<file path="src/rtl/uart_tx_fifo_reader_if.sv">
// FIFO read-side bundle for uart_tx_fifo_reader.
// Handshake: fifo_empty=0 means fifo_r_data is valid (combinationally).
// fifo_rd is the one-clk pop strobe. A word is consumed on the rising edge
// where fifo_rd=1. The master never raises fifo_rd while fifo_empty=1.
interface uart_tx_fifo_reader_if #(
  parameter int DBIT = 8
);
  logic            fifo_empty;
  logic [DBIT-1:0] fifo_r_data;
  logic            fifo_rd;

  // Transmitter side: pops words.
  modport master (
    input  fifo_empty,
    input  fifo_r_data,
    output fifo_rd
  );

  // FIFO side: supplies words.
  modport slave (
    output fifo_empty,
    output fifo_r_data,
    input  fifo_rd
  );
endinterface

</file>
<file path="src/rtl/uart_tx_fifo_reader.sv">
// UART transmitter that drains a transmit FIFO.
// Frame: 1 start bit, DBIT data bits LSB first, optional even-parity bit,
// then SB_TICK ticks of stop. Paced by a 16x oversampling s_tick.
// Optional feature macro: UART_TX_PARITY_EN adds the PARITY state and p_reg.
// dbg_state exposes the FSM state encoding for observation.
module uart_tx_fifo_reader #(
  parameter int DBIT    = 8,
  parameter int SB_TICK = 16
) (
  input  logic                          clk,
  input  logic                          reset,
  input  logic                          s_tick,
  uart_tx_fifo_reader_if.master         fifo,
  output logic                          tx,
  output logic                          tx_busy,
  output logic                          tx_done_tick,
  output logic [2:0]                    dbg_state
);

`ifdef UART_TX_PARITY_EN
  typedef enum logic [2:0] {
    IDLE   = 3'd0,
    START  = 3'd1,
    DATA   = 3'd2,
    PARITY = 3'd3,
    STOP   = 3'd4
  } state_t;
`else
  typedef enum logic [2:0] {
    IDLE   = 3'd0,
    START  = 3'd1,
    DATA   = 3'd2,
    STOP   = 3'd4
  } state_t;
`endif

  localparam logic [4:0] BIT_LAST  = 5'd15;
  localparam logic [4:0] STOP_LAST = 5'(SB_TICK - 1);
  localparam logic [2:0] N_LAST    = 3'(DBIT - 1);

  state_t          state_reg, state_next;
  logic [4:0]      s_reg, s_next;
  logic [2:0]      n_reg, n_next;
  logic [DBIT-1:0] b_reg, b_next;
  logic            tx_reg, tx_next;
  logic            pop_c, done_c;
`ifdef UART_TX_PARITY_EN
  logic            p_reg, p_next;
`endif

  // State and datapath registers; synchronous active-low reset returns the line high.
  always_ff @(posedge clk) begin
    if (!reset) begin
      state_reg <= IDLE;
      s_reg     <= '0;
      n_reg     <= '0;
      b_reg     <= '0;
      tx_reg    <= 1'b1;
`ifdef UART_TX_PARITY_EN
      p_reg     <= 1'b0;
`endif
    end else begin
      state_reg <= state_next;
      s_reg     <= s_next;
      n_reg     <= n_next;
      b_reg     <= b_next;
      tx_reg    <= tx_next;
`ifdef UART_TX_PARITY_EN
      p_reg     <= p_next;
`endif
    end
  end

  // Next-state logic; counters and state move only on s_tick, except the IDLE pop.
  always_comb begin
    state_next = state_reg;
    s_next     = s_reg;
    n_next     = n_reg;
    b_next     = b_reg;
    pop_c      = 1'b0;
    done_c     = 1'b0;
`ifdef UART_TX_PARITY_EN
    p_next     = p_reg;
`endif
    case (state_reg)
      IDLE: begin
        if (!fifo.fifo_empty) begin
          b_next     = fifo.fifo_r_data;
          pop_c      = 1'b1;
          s_next     = '0;
`ifdef UART_TX_PARITY_EN
          p_next     = 1'b0;
`endif
          state_next = START;
        end
      end
      START: begin
        if (s_tick) begin
          if (s_reg == BIT_LAST) begin
            s_next     = '0;
            n_next     = '0;
            state_next = DATA;
          end else begin
            s_next = s_reg + 5'd1;
          end
        end
      end
      DATA: begin
        if (s_tick) begin
          if (s_reg == BIT_LAST) begin
            s_next = '0;
            b_next = b_reg >> 1;
            n_next = n_reg + 3'd1;
`ifdef UART_TX_PARITY_EN
            p_next = p_reg ^ b_reg[0];
            if (n_reg == N_LAST) state_next = PARITY;
`else
            if (n_reg == N_LAST) state_next = STOP;
`endif
          end else begin
            s_next = s_reg + 5'd1;
          end
        end
      end
`ifdef UART_TX_PARITY_EN
      PARITY: begin
        if (s_tick) begin
          if (s_reg == BIT_LAST) begin
            s_next     = '0;
            state_next = STOP;
          end else begin
            s_next = s_reg + 5'd1;
          end
        end
      end
`endif
      STOP: begin
        if (s_tick) begin
          if (s_reg == STOP_LAST) begin
            s_next     = '0;
            done_c     = 1'b1;
            state_next = IDLE;
          end else begin
            s_next = s_reg + 5'd1;
          end
        end
      end
      default: state_next = IDLE;
    endcase
  end

  // Line level is computed from the state being entered so tx changes on the same edge.
  always_comb begin
    tx_next = 1'b1;
    case (state_next)
      IDLE:    tx_next = 1'b1;
      START:   tx_next = 1'b0;
      DATA:    tx_next = b_next[0];
`ifdef UART_TX_PARITY_EN
      PARITY:  tx_next = p_next;
`endif
      STOP:    tx_next = 1'b1;
      default: tx_next = 1'b1;
    endcase
  end

  // Strobes are masked by reset so a held reset never pops or completes a frame.
  assign fifo.fifo_rd = pop_c & reset;
  assign tx_done_tick = done_c & reset;
  assign tx_busy      = (state_reg != IDLE);
  assign tx           = tx_reg;
  assign dbg_state    = state_reg;

endmodule

</file>
<file path="src/flat_wrapper.sv">
// flat-port wrapper written by rule: the top's interface ports become plain ports
module uart_tx_fifo_reader_flat 
#(
  parameter int DBIT    = 8,
  parameter int SB_TICK = 16
)
  (clk, reset, s_tick, tx, tx_busy, tx_done_tick, dbg_state, fifo_fifo_empty, fifo_fifo_r_data, fifo_fifo_rd);
  uart_tx_fifo_reader_if #(.DBIT(DBIT)) fifo_i ();
  input  logic clk;
  input  logic reset;
  input  logic s_tick;
  output logic tx;
  output logic tx_busy;
  output logic tx_done_tick;
  output logic [2:0] dbg_state;
  input wire logic [$bits(fifo_i.fifo_empty)-1:0] fifo_fifo_empty;
  input wire logic [$bits(fifo_i.fifo_r_data)-1:0] fifo_fifo_r_data;
  output wire logic [$bits(fifo_i.fifo_rd)-1:0] fifo_fifo_rd;
  assign fifo_i.fifo_empty = fifo_fifo_empty;
  assign fifo_i.fifo_r_data = fifo_fifo_r_data;
  assign fifo_fifo_rd = fifo_i.fifo_rd;
  uart_tx_fifo_reader #(.DBIT(DBIT), .SB_TICK(SB_TICK)) u_core (.clk(clk), .reset(reset), .s_tick(s_tick), .fifo(fifo_i), .tx(tx), .tx_busy(tx_busy), .tx_done_tick(tx_done_tick), .dbg_state(dbg_state));
endmodule
</file>
<file path="config.mk">
export PLATFORM = sky130hd
export DESIGN_NAME = uart_tx_fifo_reader_flat
export DESIGN_NICKNAME = d
export VERILOG_FILES = /design/src/rtl/uart_tx_fifo_reader_if.sv /design/src/rtl/uart_tx_fifo_reader.sv /design/src/flat_wrapper.sv
export SDC_FILE = /design/constraint.sdc
export NUM_CORES = 1
export LEC_CHECK = 0
export ABC_AREA = 1
export CAP_MARGIN = 20
export CORE_AREA = 2 2 49 51
export CTS_BUF_LIST = sky130_fd_sc_hd__clkbuf_8
export CTS_CLUSTER_SIZE = 14
export DETAILED_ROUTE_END_ITERATION = 7
export DIE_AREA = 0 0 51 53
export HOLD_SLACK_MARGIN = 0.12
export PLACE_DENSITY = 0.89
export SYNTH_ARGS = -nofsm -noshare
export SYNTH_HDL_FRONTEND = slang
export SYNTH_SLANG_ARGS = --single-unit
</file>
<file path="constraint.sdc">
create_clock -name clk -period 2.17 [get_ports clk]
set_clock_uncertainty 0.2 [all_clocks]
set_input_delay 0.434 -clock clk [delete_from_list [all_inputs] [get_ports clk]]
set_output_delay 0.434 -clock clk [all_outputs]
set_load 0.05 [all_outputs]
</file>
==> results.tsv, run 1 <==
stage	metric	value	unit
final_layout	antenna cells	0	
floorplanning	floorplan core area	2150	um2
worst_setup_path	Max FO, Critical Path	2	
detailed_routing	Via-to-Cell Ratio	5.20	
floorplanning	die height	53	um
worst_hold_path	Hold Crit Class	reg -> reg	
power	sequential power share	49.3	%
detailed_routing	Final ANT Viol Nets	0	
detailed_routing	initial DRC count	17	
power	Max VDD drop	0.363	mV
floorplanning	row count	17	
status	status	finished clean	
place	dpl hpwl	2030	um
final_layout	layout cells sized above 1	28.8	%
timing	crit path time final	2.13	ns
final_layout	Area growth, synth to finish	29.7	%
synth	Synth Net Count	168	
clocking	Max Root-Sink Buffers	2	
place	Placer Congestion	0.822	
synth	post-synthesis sequential area ratio	35.3	%
worst_setup_path	crit-path max cell delay	0.54	ns
synth	Synth async-reset ratio	0	%
power	PD cells	555	nW/um2
power	switching portion of total power	28.6	%
synth	post-synthesis compound-gate area fraction	13.2	%
timing	pins over their slew limit	0	
place	I/O Buffers	18	
power	P_int	584	uW
synth	Syn Std Cell Area	1130	um2
detailed_routing	drt drc	0	
timing	FMAX	469	MHz
power	clock share of power	29.3	%
synth	post-synth cell types	28	
synth	Synth Area in Adders	3.31	%
timing	Hold WS	0.269	ns
floorplanning	starting density of the core	52.8	%
clocking	clock insertion delay at the later pin of the skew report	0.26	ns
worst_setup_path	slowest CP cell	clkdlybuf4s50_1	
global_routing	first-pass GRT wire length	4390	um
detailed_routing	via count	1066	
clocking	CTS root buf	clkbuf_8	
power	combinational share of power	21.4	%
floorplanning	number of I/O pins	19	
worst_setup_path	Worst setup SP type	primary input	
clocking	post-CTS setup buffer count	0	
final_layout	layout net count	194	
clocking	CTS clk-pin slew, worst paths	0.07	ns
synth	mean area per synthesized cell	7.42	um2
synth	ys flop type	dfxtp_1	
clocking	CTS Hold Bufs	0	
final_layout	commonest non-fill, non-tap cell in the layout	nand2_1	
clocking	htree depth	1	
synth	number of synthesized flops with an enable pin	0	
detailed_routing	WL final	2610	um
power	sw power	233	uW
synth	proportion of synthesized area in mux cells	0	%
detailed_routing	Wirelength per Cell	12.7	um
flow_run	MaxCap Viol Count	0	
floorplanning	Chip Width	51	um
global_routing	grt total ovfl	0	
worst_setup_path	WS Path Type	in -> out	
synth	Mapped Cells	153	
final_layout	number of fillers in the final layout	172	
final_layout	commonest non-fill, non-tap cells in the layout	nand2_1 (35), dfxtp_1 (18), nor2_1 (16)	
global_routing	initial antenna violation count	0	
timing	Final Hold Vio Count	0	
timing	Final setup viols	0	
final_layout	max reg flops	8	
clocking	CTS tree	built	
timing	Tightest Pin Transition	0.499	ns
global_routing	largest net degree at the start of global routing	12	
clocking	CTS Buf Count	3	
worst_setup_path	crit-path cells	clkdlybuf4s50_1 -> nand3_4 -> nor3_4 -> buf_12	
worst_setup_path	data required time of the worst path	1.54	ns
place	placed instance count	202	
global_routing	vias in the first global route	1091	
floorplanning	Die Area	2700	um2
synth	post-synthesis simple-gate area fraction	40.2	%
worst_setup_path	CP arrival	1.50	ns
timing	RSZ-0062 raised after global routing	true	
synth	Seq cells post-synth	20	
worst_setup_path	crit path capture type	output port	
global_routing	Total Routing Usage GR	21.9	%
synth	Yosys warnings	0	
synth	largest family of logic cells by synthesized area	simple AND/OR/NAND/NOR gates	
timing	Rel. slew slack	66.6	%
clocking	# clock sinks	20	
power	leakage	0.665	nW
final_layout	fin cells	205	
detailed_routing	First-pass DRT Iterations	4	
timing	final period utilization	98.3	%
synth	XOR/XNOR share of the synthesized area	1.54	%
kinds of logic (layout without fill, tap and decap cells):
family,after synthesis,in the layout
buf+inv,19,43
flops,20,20
xor+xnor,2,2
simple gates,85,85
fa+ha+maj,3,3
compound gates,24,24
power by group through the flow:
stage	combinational, mW	clock (mW)	sequential (mW)
6_report	0.175	0.239	0.403
5_1_grt	0.191	0.256	0.405
3_3_place_gp	0.164	0	0.407
4_1_cts	0.171	0.245	0.400
3_5_place_dp	0.169	0	0.408
2_1_floorplan	0.0993	0	0.417
worst max-delay path, delay by kind of cell:
family | cells | cell delay, ns
simple gates | 2 | 0.35
buf+inv | 2 | 0.71
metrics by stage:
step	TNS, ns	setup slack, ns	utilization (%)	cell area (um2)	total power, mW
final	0	0.0363	68.5	1470	0.817
after global routing	-0.0103	-0.0103	68.5	1470	0.852
after CTS	0	0.0000591	67.4	1450	0.817
after detailed placement	0	0.0579	65.3	1400	0.577
after global placement	0	0.0603	65.3	1400	0.571
after floorplan	0	0.00529	-	1150	0.516
path summary, 6_finish.rpt:
| path | slack, ns | from | end | cells past startpoint |
|---|---|---|---|---|
| worst max-delay path | 0.04 | s_tick | tx_done_tick | 4 |
| worst min-delay path | 0.27 | u_core.b_reg[1] | u_core.b_reg[1] | 2 |
| worst max register to register | 0.46 | u_core.s_reg[0] | u_core.tx | 9 |
| worst min register to register | 0.27 | u_core.b_reg[1] | u_core.b_reg[1] | 2 |
cell usage after synthesis (3+ instances only):
cell type | number | share of area, %
ha_1 | 3 | 3.3
o21ai_1 | 3 | 1.3
inv_2 | 5 | 1.7
nor2_1 | 17 | 5.6
nand2_1 | 35 | 12
nand2_2 | 7 | 3.9
o21ai_2 | 3 | 2.3
nand3_1 | 9 | 4.0
dfxtp_1 | 20 | 35
a21oi_1 | 10 | 4.4
a21boi_1 | 4 | 2.6
nand3_2 | 3 | 2.6
inv_1 | 11 | 3.6
nor2_2 | 5 | 2.8
final cells by class:
| class | count | area, um2 | area share, % |
|---|---|---|---|
| timing repair buffer | 23 | 228 | 15.5 |
| multi-input combinational | 114 | 698 | 47.4 |
| tap | 28 | 35.0 | 2.38 |
| clock buffer | 3 | 41.3 | 2.81 |
| sequential | 20 | 405 | 27.6 |
| inverter | 17 | 63.8 | 4.34 |
repair_timing:
action                                  4_1_cts  5_1_grt
pin swaps                                     0        1
endpoints found under the setup margin        1        2
resized for setup                             2        5
metal layers:
layer | vias to the layer above | GRT usage [%] | part of all wire, %
met5 | - | 0 | 0
met4 | 0 | 12.2 | 3.2
met3 | 11 | 3.39 | 2.8
met2 | 20 | 40.9 | 54
met1 | 501 | 23.3 | 40
li1 | 534 | - | -
(Power assumes the default switching activity.)
==> run 2, diff against run 1 <==
--- a/config.mk
+++ b/config.mk
@@ -7,13 +7,14 @@
 export LEC_CHECK = 0
 export ABC_AREA = 1
 export CAP_MARGIN = 20
-export CORE_AREA = 2 2 49 51
+export CORE_AREA = 2 2 47 54
 export CTS_BUF_LIST = sky130_fd_sc_hd__clkbuf_8
+export CTS_CLUSTER_DIAMETER = 200
 export CTS_CLUSTER_SIZE = 14
 export DETAILED_ROUTE_END_ITERATION = 7
-export DIE_AREA = 0 0 51 53
+export DIE_AREA = 0 0 49 56
 export HOLD_SLACK_MARGIN = 0.12
-export PLACE_DENSITY = 0.89
+export PLACE_DENSITY = 0.88
 export SYNTH_ARGS = -nofsm -noshare
 export SYNTH_HDL_FRONTEND = slang
 export SYNTH_SLANG_ARGS = --single-unit
==> results.tsv, run 2 (synthesis gave the netlist of run 1 again) <==
stage	metric	value	unit	change
worst_setup_path	crit-path cells	clkdlybuf4s50_1 -> inv_1 -> nor3_4 -> buf_12		was clkdlybuf4s50_1 -> nand3_4 -> nor3_4 -> buf_12
global_routing	initial antenna violation count	0		unchanged
timing	Tightest Pin Transition	0.495	ns	was 0.499 ns
detailed_routing	WL final	2600	um	was 2610 um
timing	final period utilization	97.7	%	was 98.3%
worst_setup_path	Max FO, Critical Path	4		was 2
worst_hold_path	Worst Hold End	u_core.b_reg[1]		unchanged
final_layout	number of fillers in the final layout	190		was 172
global_routing	met3 usage	4.03	%	was 3.39%
worst_setup_path	WP buf/inv	3		was 2
status	status	finished clean		unchanged
place	dpl hpwl	2000	um	was 2030 um
detailed_routing	Final ANT Viol Nets	0		unchanged
worst_hold_path	Hold Crit Class	reg -> reg		unchanged
global_routing	M1 GR Usage	21.3	%	was 23.3%
clocking	CTS Buf Count	3		unchanged
worst_setup_path	R2R Path Start	u_core.s_reg[0]		unchanged
clocking	# clock sinks	20		unchanged
floorplanning	number of I/O pins	19		unchanged
timing	Setup TNS Final	0	ns	unchanged
floorplanning	Die Area	2740	um2	was 2700 um2
power	Pwr Total	822	uW	was 817 uW
timing	Final Hold Vio Count	0		unchanged
floorplanning	die height	56	um	was 53 um
detailed_routing	Wirelength per Cell	12.6	um	was 12.7 um
detailed_routing	drt drc	0		unchanged
floorplanning	Chip Width	49	um	was 51 um
detailed_routing	Via-to-Cell Ratio	5.08		was 5.20
worst_setup_path	WS Path Type	in -> out		unchanged
floorplanning	starting density of the core	51.9	%	was 52.8%
timing	Hold WS	0.265	ns	was 0.269 ns
final_layout	post-route cell area	1470	um2	unchanged
final_layout	fin cells	207		was 205
power	PD cells	559	nW/um2	was 555 nW/um2
clocking	CTS tree	built		unchanged
worst_setup_path	crit path capture type	output port		unchanged
final_layout	antenna cells	0		unchanged
timing	Rel. slew slack	66.9	%	was 66.6%
place	Place WS	0.0262	ns	was 0.0579 ns
clocking	clock insertion delay at the later pin of the skew report	0.26	ns	about the same
timing	Final setup viols	0		unchanged
detailed_routing	First-pass DRT Iterations	5		was 4
timing	RSZ-0062 raised after global routing	false		was true
clocking	Max Root-Sink Buffers	2		unchanged
worst_setup_path	family with the most delay on the worst path	buffers and inverters		unchanged
place	placed instance count	204		was 202
power	Max VDD drop	0.408	mV	was 0.363 mV
flow_run	MaxCap Viol Count	0		unchanged
clocking	htree depth	1		unchanged
place	Placed Area	1410	um2	was 1400 um2
worst_setup_path	slowest CP cell	clkdlybuf4s50_1		unchanged
worst_hold_path	hold depth	2		unchanged
final_layout	Area growth, synth to finish	29.7	%	unchanged
final_layout	Final Core Density	67.4	%	was 68.5%
worst_setup_path	FF-to-FF setup slack	0.46	ns	about the same
global_routing	grt total ovfl	0		unchanged
final_layout	commonest non-fill, non-tap cells in the layout	nand2_1 (35), dfxtp_1 (18), nor2_1 (16)		unchanged
final_layout	commonest non-fill, non-tap cell in the layout	nand2_1		unchanged
worst_setup_path	Worst setup SP type	primary input		unchanged
clocking	CTS clk-pin slew, worst paths	0.07	ns	about the same
timing	crit path time final	2.12	ns	was 2.13 ns
timing	FMAX	472	MHz	was 469 MHz
final_layout	max reg flops	8		unchanged
place	I/O Buffers	18		unchanged
timing	final setup margin	0.0496	ns	was 0.0363 ns
place	Placer Congestion	0.835		was 0.822
timing	pins over their slew limit	0		unchanged
clocking	CTS Hold Bufs	0		unchanged
global_routing	met2 Use GR	36.4	%	was 40.9%
floorplanning	floorplan core area	2180	um2	was 2150 um2
worst_setup_path	Reg2Reg Capture Point	u_core.tx		unchanged
clocking	CTS root buf	clkbuf_8		unchanged
final_layout	layout cells sized above 1	28.8	%	unchanged
global_routing	largest net degree at the start of global routing	12		unchanged
global_routing	busiest layer in global routing	met2		unchanged
final_layout	layout net count	194		unchanged
global_routing	Total Routing Usage GR	19.6	%	was 21.9%
worst_setup_path	R2R depth	9		unchanged
floorplanning	row count	18		was 17
global_routing	first-pass GRT wire length	4220	um	was 4390 um
worst_hold_path	Hold Path Origin	u_core.b_reg[1]		unchanged
detailed_routing	via count	1051		was 1066
global_routing	vias in the first global route	1016		was 1091
worst_setup_path	CP arrival	1.49	ns	was 1.50 ns
power	leakage	0.663	nW	was 0.665 nW
worst_setup_path	crit-path max cell delay	0.48	ns	was 0.54 ns
detailed_routing	initial DRC count	16		was 17
worst_setup_path	data required time of the worst path	1.54	ns	about the same
## run 2: worst max-delay path by stage
stage	to	startpoint	slack, ns	depth (start not counted)
2_1_floorplan	tx_done_tick	u_core.dbg_state[2]	0.005	2
4_1_cts	fifo_fifo_rd	fifo_fifo_empty	0.01	4
3_5_place_dp	fifo_fifo_rd	fifo_fifo_empty	0.03	4
5_1_grt	tx_done_tick	reset	0.003	4
3_3_place_gp	fifo_fifo_rd	fifo_fifo_empty	0.06	4
6_report	tx_done_tick	reset	0.05	4
## run 2: power by group
part           internal, mW  switching, mW
logic                0.0738          0.103
registers             0.387         0.0160
clock network         0.124          0.119
## run 2: area by class of cell
cell class	instances	area, um2	area share, %
timing repair buffer	23	228	15.5
tap	30	37.5	2.55
sequential	20	403	27.4
inverter	17	63.8	4.34
multi-input combinational	114	698	47.4
clock buffer	3	41.3	2.81
## run 2: what timing repair did
item | 4_1_cts | 5_1_grt
gates resized for setup | 2 | 4
pin swaps | 0 | 0
setup buffers | 0 | 0
cloned | 0 | 0
endpoints found under the setup margin | 1 | 2
## run 2: layer usage
metal,vias up,wire (um)
li1,536,-
met1,484,1030
met2,24,1420
met3,7,101
met4,0,48
met5,-,0
## run 2: worst min-delay path, delay by kind of cell (launching register included)
family | cells | cell delay (ns)
AO/OA/AOI/OAI | 1 | 0.05
flip-flops | 1 | 0.31
AND/OR/NAND/NOR | 1 | 0.06
==> run 3, diff against run 2 <==
--- a/config.mk
+++ b/config.mk
@@ -14,7 +14,7 @@
 export DETAILED_ROUTE_END_ITERATION = 7
 export DIE_AREA = 0 0 49 56
 export HOLD_SLACK_MARGIN = 0.12
-export PLACE_DENSITY = 0.88
+export PLACE_DENSITY = 0.76
 export SYNTH_ARGS = -nofsm -noshare
 export SYNTH_HDL_FRONTEND = slang
 export SYNTH_SLANG_ARGS = --single-unit
==> results.tsv, run 3 (synthesis gave the netlist of run 1 again) <==
stage	metric	value	unit	change
timing	Setup TNS Final	0	ns	unchanged
clocking	Max Root-Sink Buffers	2		unchanged
final_layout	number of fillers in the final layout	189		was 190
global_routing	grt total ovfl	0		unchanged
worst_setup_path	Max FO, Critical Path	3		was 4
clocking	clock insertion delay at the later pin of the skew report	0.27	ns	was 0.26 ns
floorplanning	Chip Width	49	um	unchanged
worst_hold_path	Hold Crit Class	reg -> reg		unchanged
timing	crit path time final	2.12	ns	about the same
detailed_routing	via count	1068		was 1051
place	I/O Buffers	18		unchanged
floorplanning	row count	18		unchanged
final_layout	register area	405	um2	was 403 um2
clocking	post-CTS setup buffer count	0		unchanged
final_layout	Multi-input gate area	698	um2	unchanged
timing	Tightest Pin Transition	0.499	ns	was 0.495 ns
detailed_routing	Wirelength per Cell	12.1	um	was 12.6 um
clocking	CTS tree	built		unchanged
status	status	finished clean		unchanged
timing	Hold WS	0.267	ns	was 0.265 ns
power	PD cells	582	nW/um2	was 559 nW/um2
final_layout	max reg flops	8		unchanged
global_routing	initial antenna violation count	0		unchanged
final_layout	layout net count	195		was 194
power	Pwr Total	870	uW	was 822 uW
final_layout	post-route cell area	1500	um2	was 1470 um2
timing	final period utilization	97.7	%	about the same
global_routing	Total Routing Usage GR	20.4	%	was 19.6%
global_routing	vias in the first global route	1014		was 1016
global_routing	largest net degree at the start of global routing	12		unchanged
detailed_routing	Via-to-Cell Ratio	5.11		was 5.08
worst_setup_path	data required time of the worst path	1.54	ns	about the same
detailed_routing	initial DRC count	7		was 16
timing	Final setup viols	0		unchanged
final_layout	layout cells sized above 1	29.6	%	was 28.8%
detailed_routing	WL final	2530	um	was 2600 um
timing	FMAX	472	MHz	about the same
final_layout	commonest non-fill, non-tap cell in the layout	nand2_1		unchanged
worst_setup_path	WS Path Type	in -> out		unchanged
power	Max VDD drop	0.517	mV	was 0.408 mV
timing	Final Hold Vio Count	0		unchanged
detailed_routing	drt drc	0		unchanged
detailed_routing	First-pass DRT Iterations	4		was 5
place	Place WS	0.0470	ns	was 0.0262 ns
timing	final setup margin	0.0497	ns	was 0.0496 ns
clocking	CTS Buf Count	3		unchanged
floorplanning	number of I/O pins	19		unchanged
floorplanning	die height	56	um	unchanged
global_routing	first-pass GRT wire length	4280	um	was 4220 um
flow_run	MaxCap Viol Count	0		unchanged
timing	Rel. slew slack	66.6	%	was 66.9%
final_layout	Area growth, synth to finish	31.8	%	was 29.7%
clocking	CTS clk-pin slew, worst paths	0.08	ns	was 0.07 ns
place	Placed Area	1410	um2	about the same
clocking	htree depth	1		unchanged
detailed_routing	Final ANT Viol Nets	0		unchanged
floorplanning	floorplan core area	2180	um2	unchanged
final_layout	commonest non-fill, non-tap cells in the layout	nand2_1 (35), dfxtp_1 (18), nor2_1 (16)		unchanged
place	dpl hpwl	2010	um	was 2000 um
floorplanning	starting density of the core	51.9	%	unchanged
clocking	# clock sinks	20		unchanged
worst_setup_path	crit path capture type	output port		unchanged
timing	pins over their slew limit	0		unchanged
power	leakage	0.692	nW	was 0.663 nW
floorplanning	Die Area	2740	um2	unchanged
final_layout	antenna cells	0		unchanged
clocking	CTS root buf	clkbuf_8		unchanged
worst_setup_path	Worst setup SP type	primary input		unchanged
worst_setup_path	CP arrival	1.49	ns	about the same
place	Placer Congestion	0.843		was 0.835
## run 3: cell count changes in the layout (fill, tap and decap cells not counted), sizes merged
cell    previous run  this run
clkbuf             3         4
buf               11        12
## run 3: final timing paths
kind                   start              end  slack (ns)  cells after the start
max reg2reg  u_core.s_reg[0]        u_core.tx        0.49                      8
min          u_core.n_reg[2]  u_core.n_reg[2]        0.27                      2
max          fifo_fifo_empty     fifo_fifo_rd        0.05                      4
min reg2reg  u_core.n_reg[2]  u_core.n_reg[2]        0.27                      2
## run 3: power breakdown
group | leakage, nW | internal, mW | switching (mW) | total [mW]
clock network | 0.0288 | 0.162 | 0.131 | 0.293
logic | 0.499 | 0.0734 | 0.102 | 0.175
registers | 0.165 | 0.387 | 0.0148 | 0.402
total | 0.692 | 0.622 | 0.247 | 0.870
## run 3: cell type report
class	count	area share (%)
Inverter	17	4.27
Multi-Input combinational cell	114	46.7
Tap cell	30	2.51
Sequential cell	20	27.1
Clock buffer	4	3.68
Timing Repair Buffer	24	15.7
## run 3: repair_timing
action,in CTS,in global routing
gates resized for setup,2,5
pin swaps,0,1
hold buffers,0,0
hold endpoints to repair,0,0
endpoints found under the setup margin,1,1
## run 3: worst max-delay path, stage by stage
cell             delay [ns]
clkdlybuf4s50_1        0.43
nand3b_2               0.25
nor2_2                 0.20
buf_12                 0.17
## run 3: through the flow
| stage | utilization, % | cells |
|---|---|---|
| 6_report | 68.4 | 209 |
| 5_1_grt | 68.4 | 209 |
| 4_1_cts | 67.4 | 209 |
| 3_5_place_dp | 64.7 | 205 |
| 3_3_place_gp | 64.7 | 205 |
| 2_1_floorplan | - | 153 |
## run 3: layer usage
metal  part of all wire, %  GRT usage (%)  routed length, um
met5                     0              0                  0
met4                   3.2           13.5                 80
met3                   2.6           2.69                 67
met2                    53           36.2               1330
met1                    42           22.4               1050
==> RTL change, RTL diff (flow settings as in run 3) <==
Add a define of `UART_TX_PARITY_EN`.
--- a/src/rtl/uart_tx_fifo_reader.sv
+++ b/src/rtl/uart_tx_fifo_reader.sv
@@ -5,2 +5,4 @@
 // dbg_state exposes the FSM state encoding for observation.
+`define UART_TX_PARITY_EN
+
 module uart_tx_fifo_reader #(
Behaviour: no difference found for any inputs over 10 cycles, from zero or initial values and one cycle with reset low; that may be too few to reach the edited logic, so the function may still have changed.
==> RTL change against run 3 <==
- hold slack improved by 0.0075 ns
- power rose by 3.2%
- register-to-register slack got worse by 0.04 ns
- cell area did not move
- setup slack got worse by 0.0057 ns
- clock power fell by 12%
- area after synthesis rose by 1.2%
- sequential cell count rose by 1
- synthesized cell count rose by 2.6%
- wire length rose by 8.8%
- critical path type is now reg -> out
- highest routed layer unchanged
==> RTL change: results (changes against run 3) <==
- Critical Path Slowest Stage Cell: dfxtp_2 (was clkdlybuf4s50_1)
* Worst-case vdd ir drop: 0.494 mV (was 0.517 mV)
* Longest individual stage delay on the worst path: 0.38 ns (was 0.43 ns)
- Cell types occupying the most area after synthesis: dfxtp_1 37%, nand2_1 16%, nor2_1 4.6% (was dfxtp_1 35%, nand2_1 12%, nor2_1 5.6%).
- The fraction of final layout cells sized beyond drive strength 1 is 0.234 (was 0.296).
- Worst min-delay path endpoint: u_core.n_reg[1]$_SDFFE_PN0P_ (was u_core.n_reg[2]$_SDFFE_PN0P_)
- Met1 Wirelength: 1.14 mm (was 1.05 mm)
- Net count, final: 200 (was 195)
* Drt total wl: 2.76 mm (was 2.53 mm)
- R2r setup slk: 0.45 ns (was 0.49 ns)
- Wire length of the first global-routing pass: 4.68 mm (was 4.28 mm)
- HPWL reported at the end of detailed placement: 2.02 mm (was 2.01 mm)
* Number of filler cells placed in the layout: 219 (was 189)
* Leakage component of the power: 0.679 nW (was 0.692 nW)
* Cell depth of the worst flop-to-flop path: 11 (was 8)
- Via count: 1,148 (was 1,068)
* Worst min-delay path startpoint: u_core.n_reg[1]$_SDFFE_PN0P_ (was u_core.n_reg[2]$_SDFFE_PN0P_)
- The count of distinct cell types in the synthesized netlist was 26 (was 28).
- Measured slew at the worst slew-check pin: 0.485 ns (was 0.499 ns)
* Synthesized Nets: 172 (was 168)
- The area after detailed placement is 0.00143 mm^2 (was 0.00141 mm^2).
- Peak clock frequency supported by timing: 0.470 GHz (was 0.472 GHz)
* Met3 wire length: 105 um (was 67 um)
* Global Route Usage Sum: 0.214 (was 0.204)
- The kind of cell with the highest combined delay on the critical path is simple AND/OR/NAND/NOR gates (was buffers and inverters).
* Outcome: complete, no violations (unchanged)
==> RTL change: cell count changes in the layout (fill, tap and decap cells not counted), moves of 2 or more <==
| cell | run 3 | this run |
|---|---|---|
| inv_1 | 11 | 13 |
| a21boi_1 | 4 | 0 |
| a21oi_2 | 2 | 0 |
| a21oi_1 | 10 | 7 |
| o21ai_0 | 1 | 3 |
| o21ai_2 | 3 | 0 |
| nor2_1 | 16 | 12 |
| nand3_2 | 3 | 1 |
| nor2_2 | 5 | 3 |
| a31oi_1 | 1 | 7 |
| nand2_1 | 35 | 49 |
==> RTL change: stage by stage <==
stage | power [mW] | setup WS, ns | instances
final | 0.898 | 0.0440 | 214
after CTS | 0.895 | 0.00178 | 214
after detailed placement | 0.644 | -0.00765 | 210
after floorplan | 0.568 | 0.137 | 157
after global routing | 0.935 | 0.00536 | 214
after global placement | 0.636 | 0.0175 | 210
==> RTL change: where the power goes <==
group / internal, mW / switching [mW] / leakage, nW
registers: 0.408 / 0.0214 / 0.172
clock network: 0.126 / 0.131 / 0.0269
logic: 0.0854 / 0.126 / 0.480
total: 0.620 / 0.278 / 0.679
==> RTL change: what timing repair did <==
| item | 4_1_cts | 5_1_grt |
|---|---|---|
| endpoints found under the setup margin | 1 | 1 |
| pin swaps | 3 | 0 |
| setup buffers | 0 | 0 |
| gates resized for setup | 4 | 3 |
| hold buffers | 0 | 0 |
==> RTL change: metal layers <==
layer	global-route usage	vias to the layer above
met1	0.232	545
met4	0.106	0
met3	0.0457	6
met2	0.386	33
li1	-	564
met5	0	-
==> RTL change: worst max-delay path by stage <==
stage	startpoint	slack, ns	to
after floorplan	u_core.dbg_state[2]$_SDFF_PN0_	0.14	tx_done_tick
after global placement	s_tick	0.02	tx_done_tick
after detailed placement	s_tick	-0.008	tx_done_tick
after CTS	u_core.s_reg[0]$_SDFFE_PN0P_	0.002	tx_done_tick
after global routing	u_core.s_reg[0]$_SDFFE_PN0P_	0.005	tx_done_tick
final	u_core.s_reg[0]$_SDFFE_PN0P_	0.04	tx_done_tick
==> RTL change: cell families after synthesis <==
| group | count (synthesis) | synth area share |
|---|---|---|
| buf+inv | 17 | 0.0555 |
| fa+ha+maj | 3 | 0.0327 |
| compound gates | 23 | 0.123 |
| xor+xnor | 1 | 0.00763 |
| flops | 21 | 0.366 |
| simple gates | 92 | 0.415 |
==> RTL change: area by class of cell <==
type | count | area (um^2) | share of cell area
clock buffer | 3 | 41.3 | 0.0276
inverter | 16 | 60.1 | 0.0402
tap | 30 | 37.5 | 0.0251
sequential | 21 | 423 | 0.283
multi-input combinational | 119 | 696 | 0.465
clock inverter | 1 | 3.75 | 0.00251
timing repair buffer | 24 | 234 | 0.156
